### config.mk
export PLATFORM = sky130hd
export DESIGN_NAME = toy_mem_rr_arbiter
export DESIGN_NICKNAME = d
export VERILOG_FILES = /design/src/rtl/toy_mem_rr_arbiter.sv
export SDC_FILE = /design/constraint.sdc
export NUM_CORES = 1
export LEC_CHECK = 0
export ABC_AREA = 0
export CAP_MARGIN = 10
export CORE_AREA = 4 4 120 122
export DETAILED_ROUTE_END_ITERATION = 10
export DIE_AREA = 0 0 124 126
export PLACE_DENSITY = 0.84
export SETUP_SLACK_MARGIN = 0.02
export SYNTH_ARGS = -nofsm -noshare
export SYNTH_HDL_FRONTEND = slang
export SYNTH_SLANG_ARGS = --single-unit
### constraint.sdc
create_clock -name clk -period 3.5 [get_ports clk]
set_clock_uncertainty 0.15 [all_clocks]
set_input_delay 0.7 -clock clk [delete_from_list [all_inputs] [get_ports clk]]
set_output_delay 0.7 -clock clk [all_outputs]
set_load 0.01 [all_outputs]
### src/rtl/toy_mem_rr_arbiter.sv
// Two-port round-robin arbiter in front of a single-cycle memory.
// Each port has a small response FSM (IDLE/WAIT/HOLD) so that a stalled
// response on one port never blocks grants to the other port.
module toy_mem_rr_arbiter #(
    parameter int ADDR_WIDTH = 32,
    parameter int DATA_WIDTH = 32
) (
    input  logic                    clk,
    input  logic                    rst_n,

    input  logic                    p0_req_vld,
    output logic                    p0_req_rdy,
    input  logic [ADDR_WIDTH-1:0]   p0_req_addr,
    input  logic                    p0_req_wr_en,
    input  logic [DATA_WIDTH-1:0]   p0_req_wr_data,
    input  logic [DATA_WIDTH/8-1:0] p0_req_wr_byte_en,
    output logic                    p0_rsp_vld,
    input  logic                    p0_rsp_rdy,
    output logic [DATA_WIDTH-1:0]   p0_rsp_data,

    input  logic                    p1_req_vld,
    output logic                    p1_req_rdy,
    input  logic [ADDR_WIDTH-1:0]   p1_req_addr,
    input  logic                    p1_req_wr_en,
    input  logic [DATA_WIDTH-1:0]   p1_req_wr_data,
    input  logic [DATA_WIDTH/8-1:0] p1_req_wr_byte_en,
    output logic                    p1_rsp_vld,
    input  logic                    p1_rsp_rdy,
    output logic [DATA_WIDTH-1:0]   p1_rsp_data,

    output logic                    mem_en,
    output logic [ADDR_WIDTH-1:0]   mem_addr,
    output logic                    mem_wr_en,
    output logic [DATA_WIDTH-1:0]   mem_wr_data,
    output logic [DATA_WIDTH/8-1:0] mem_wr_byte_en,
    input  logic [DATA_WIDTH-1:0]   mem_rd_data
);

    typedef enum logic [1:0] {
        ST_IDLE = 2'd0,
        ST_WAIT = 2'd1,
        ST_HOLD = 2'd2
    } rsp_state_t;

    logic [1:0]                 req_vld;
    logic [1:0]                 rsp_rdy;
    logic [1:0]                 path_free;
    logic [1:0]                 eligible;
    logic [1:0]                 grant;
    logic [1:0]                 rsp_vld;
    logic [1:0][DATA_WIDTH-1:0] rsp_data;
    logic                       ptr_reg;
    logic                       ptr_next;
    logic                       accept;
    logic                       win;

    assign req_vld = {p1_req_vld, p0_req_vld};
    assign rsp_rdy = {p1_rsp_rdy, p0_rsp_rdy};

    // Pick at most one eligible port; the pointer only breaks ties.
    // Reset gates the grant so req_rdy/mem_en stay low while rst_n is low.
    always_comb begin
        eligible = req_vld & path_free;
        grant    = 2'b00;
        if (rst_n) begin
            if (eligible == 2'b11) begin
                grant = ptr_reg ? 2'b10 : 2'b01;
            end else begin
                grant = eligible;
            end
        end
    end

    assign accept = |grant;
    assign win    = grant[1];

    // After any grant the pointer favours the port that did not win.
    always_comb begin
        ptr_next = ptr_reg;
        if (accept) begin
            ptr_next = ~win;
        end
    end

    // Priority pointer register, port 0 favoured out of reset.
    always_ff @(posedge clk or negedge rst_n) begin
        if (!rst_n) begin
            ptr_reg <= 1'b0;
        end else begin
            ptr_reg <= ptr_next;
        end
    end

    // Memory command is the winning port's request, issued in the grant cycle.
    always_comb begin
        mem_en         = accept;
        mem_addr       = win ? p1_req_addr       : p0_req_addr;
        mem_wr_en      = accept & (win ? p1_req_wr_en : p0_req_wr_en);
        mem_wr_data    = win ? p1_req_wr_data    : p0_req_wr_data;
        mem_wr_byte_en = win ? p1_req_wr_byte_en : p0_req_wr_byte_en;
    end

    genvar gi;
    generate
        for (gi = 0; gi < 2; gi++) begin : g_rsp
            rsp_state_t            state_reg;
            rsp_state_t            state_next;
            logic [DATA_WIDTH-1:0] hold_reg;
            logic [DATA_WIDTH-1:0] hold_next;
            logic                  vld_out;
            logic                  free_out;
            logic [DATA_WIDTH-1:0] data_out;

            // Response state register.
            always_ff @(posedge clk or negedge rst_n) begin
                if (!rst_n) begin
                    state_reg <= ST_IDLE;
                end else begin
                    state_reg <= state_next;
                end
            end

            // Next state: a drained slot can be refilled in the same cycle.
            always_comb begin
                state_next = state_reg;
                case (state_reg)
                    ST_IDLE: begin
                        if (grant[gi]) begin
                            state_next = ST_WAIT;
                        end
                    end
                    ST_WAIT, ST_HOLD: begin
                        if (rsp_rdy[gi]) begin
                            state_next = grant[gi] ? ST_WAIT : ST_IDLE;
                        end else begin
                            state_next = ST_HOLD;
                        end
                    end
                    default: state_next = ST_IDLE;
                endcase
            end

            // Capture read data when a WAIT response is not taken, since
            // mem_rd_data is only guaranteed for one cycle.
            always_comb begin
                hold_next = hold_reg;
                if ((state_reg == ST_WAIT) && !rsp_rdy[gi]) begin
                    hold_next = mem_rd_data;
                end
            end

            // Hold register for stalled responses.
            always_ff @(posedge clk or negedge rst_n) begin
                if (!rst_n) begin
                    hold_reg <= '0;
                end else begin
                    hold_reg <= hold_next;
                end
            end

            // Outputs: response valid/data and whether the slot can take a new request.
            always_comb begin
                vld_out  = (state_reg != ST_IDLE);
                free_out = (state_reg == ST_IDLE) || rsp_rdy[gi];
                data_out = (state_reg == ST_HOLD) ? hold_reg : mem_rd_data;
            end

            assign rsp_vld[gi]   = vld_out;
            assign path_free[gi] = free_out;
            assign rsp_data[gi]  = data_out;
        end
    endgenerate

    assign p0_req_rdy  = grant[0];
    assign p1_req_rdy  = grant[1];
    assign p0_rsp_vld  = rsp_vld[0];
    assign p1_rsp_vld  = rsp_vld[1];
    assign p0_rsp_data = rsp_data[0];
    assign p1_rsp_data = rsp_data[1];

endmodule
==> qor.yml <==
die-area_mm2: 0.0156
ys_ff_latch: 69
finalWeightedCongestion: 0.959
cts_buffers: 9
drtIter0Drc: 116
fmax_mhz: 290
power_per_cell_area_mw_per_mm2: 588
cts_tree: "yes"
initial_core_util_pct: 33.4
insertion_delay_ns: 0.32
fill_cells: 1083
portBuffers: 313
power_mw: 4.84
cts_root_buf: "clkbuf_16"
core_area_mm2: 0.0132
wl_per_cell_um: 22.0
cp_max_fo: 18
drc: 0
place_ws_ns: -0.0233
slew_violations: 0
die_w_um: 124
synth_cells: 331
run_status: "completed"
p_leak_nw: 3.53
largest_register_ffs: 64
route.antenna.remaining_nets: 0
utilization_pct: 62.3
worstMarginPinSlew_ns: 0.872
finalCritPeriodShare_pct: 98.4
slew_headroom_pct: 41.8
rows: 42
vias: 4021
setup_ws_ns: 0.0569
cp.required_ns: 2.65
layout-drive-gt1-share_pct: 35.5
final_cell_mix: "clkdlybuf4s50_1 (247), mux2_2 (185), dfrtp_1 (69)"
ir_drop_uv: 427
setup.worst_path.start_class: "primary input"
r2r_setup_slack_ns: 0.94
min_period_ns: 3.44
track_usage_pct: 21.8
cts_sinks: 69
cts_buffer_depth: 2
grt_first_pass_wirelength_um: 25600
maxCapViolCount: 0
syn-num-nets: 515
ys_seq_area_share_pct: 39.2
finalHoldViolCount: 0
syn_avg_cell_area_um2: 13.3
clkTransAtPathRegs_ns: 0.06
reg2reg_from: "g_rsp[0].state_reg[0]$_DFFE_PN0P_"
htreeDepth: 3
instances_no_fill: 844
worstPathArrival_ns: 2.59
final_common_cell: "clkdlybuf4s50_1"
gr-total-overflow: 0
min-delay-path-class: "primary input to asynchronous set/reset pin"
netlist_area_mm2: 0.00441
hold_slack_ns: 0.0376
syn_to_final_growth_pct: 86.4
placed_cells: 808
dp.final_hpwl_um: 14300
firstDrtPassIters: 4
pin_count: 314
ctsHoldBuffers: 0
nNetsFinal: 846
yosysUniqueCellTypes: 28
r2r_cells: 10
crit_type: "primary input to primary output"
vias_per_cell: 4.76
yosys_warnings: 0
die-height_um: 126
grt_max_degree: 69
grt_pass1_vias: 4303
finalSetupViolations: 0
antenna_found_initial: 1
end_kind: "primary output"
wirelength_um: 18500
r2r_end: "g_rsp[1].state_reg[1]$_DFFE_PN0P_"
-- final cells by class --
class | instances | area, um2 | area share, %
Clock inverter | 6 | 47.5 | 0.579
Inverter | 10 | 37.5 | 0.457
Timing Repair Buffer | 343 | 3440 | 41.9
Antenna cell | 1 | 2.50 | 0.0305
Sequential cell | 69 | 1730 | 21.0
Clock buffer | 10 | 229 | 2.79
Multi-Input combinational cell | 229 | 2510 | 30.6
Tap cell | 176 | 220 | 2.68
-- routing by layer --
| metal | GRT usage (%) | vias up | wire (um) |
|---|---|---|---|
| met1 | 26.2 | 1959 | 7260 |
| met5 | 0 | - | 7 |
| li1 | - | 1870 | - |
| met2 | 37.6 | 168 | 9270 |
| met3 | 7.76 | 22 | 1730 |
| met4 | 4.25 | 2 | 262 |
-- report_power, final --
group	internal, mW	total, mW	leakage (nW)	switching, mW
registers	1.21	1.41	0.823	0.206
clock network	0.484	0.831	0.133	0.347
logic	1.58	2.59	2.58	1.01
-- per-stage QoR --
stage | setup TNS (ns) | instance area [um2]
after floorplan | 0 | 4410
after global placement | -0.125 | 7720
after detailed placement | -0.104 | 7720
after CTS | 0 | 7940
after global routing | -0.00581 | 8210
final | 0 | 8220
-- how the worst max path moves through the flow --
stage / start / end / cells after the start
global route: g_rsp[0].state_reg[0]$_DFFE_PN0P_ / mem_wr_byte_en[0] / 9
floorplan: g_rsp[0].state_reg[0]$_DFFE_PN0P_ / mem_addr[10] / 6
global placement: p0_req_vld / mem_wr_byte_en[1] / 6
finish: p1_rsp_rdy / mem_wr_byte_en[0] / 8
CTS: p0_req_vld / mem_wr_data[9] / 6
detailed placement: p0_req_vld / mem_wr_data[6] / 6
-- worst max-delay path, stage by stage --
cell and delay [ns]:
clkdlybuf4s50_1 0.44, o21a_4 0.23, o211ai_4 0.09, buf_12 0.16, buf_4 0.13, clkbuf_16 0.19
mux2_2 0.34, dlygate4sd2_1 0.29
-- Yosys cell counts (all sizes together) --
master / count / area [um2]
ha: 8 / 100
o211ai: 3 / 36.3
a2111oi: 1 / 10.0
a21boi: 1 / 7.51
mux2: 196 / 2210
inv: 10 / 37.5
o21ai: 1 / 8.76
a21oi: 2 / 10.0
a21o: 1 / 7.51
a31o: 1 / 8.76
buf: 19 / 128
o21a: 3 / 23.8
o31ai: 1 / 7.51
mux2i: 2 / 20.0
nor4: 1 / 6.26
nand2b: 1 / 6.26
nand2: 1 / 3.75
nand3: 3 / 15.0
a31oi: 2 / 12.5
dfrtp: 69 / 1730
or3b: 1 / 8.76
clkbuf: 4 / 16.3
-- kinds of logic (layout without fill, tap and decap cells) --
logic type | after synthesis | count (layout) | synth area share (%)
AOI/OAI and AO/OA | 16 | 16 | 3.01
adders and majority gates | 8 | 8 | 2.27
buffers and inverters | 33 | 369 | 4.12
DFF | 69 | 69 | 39.2
muxes | 198 | 198 | 50.5
other | 0 | 1 | 0
and+or+nand+nor | 7 | 7 | 0.908
-- timing repair --
action,4_1_cts,5_1_grt
buffers inserted,0,15
endpoints found under the setup margin,51,17
cloned,0,4
resized for setup,51,22
pin swaps,0,1
(Power assumes the default switching activity.)
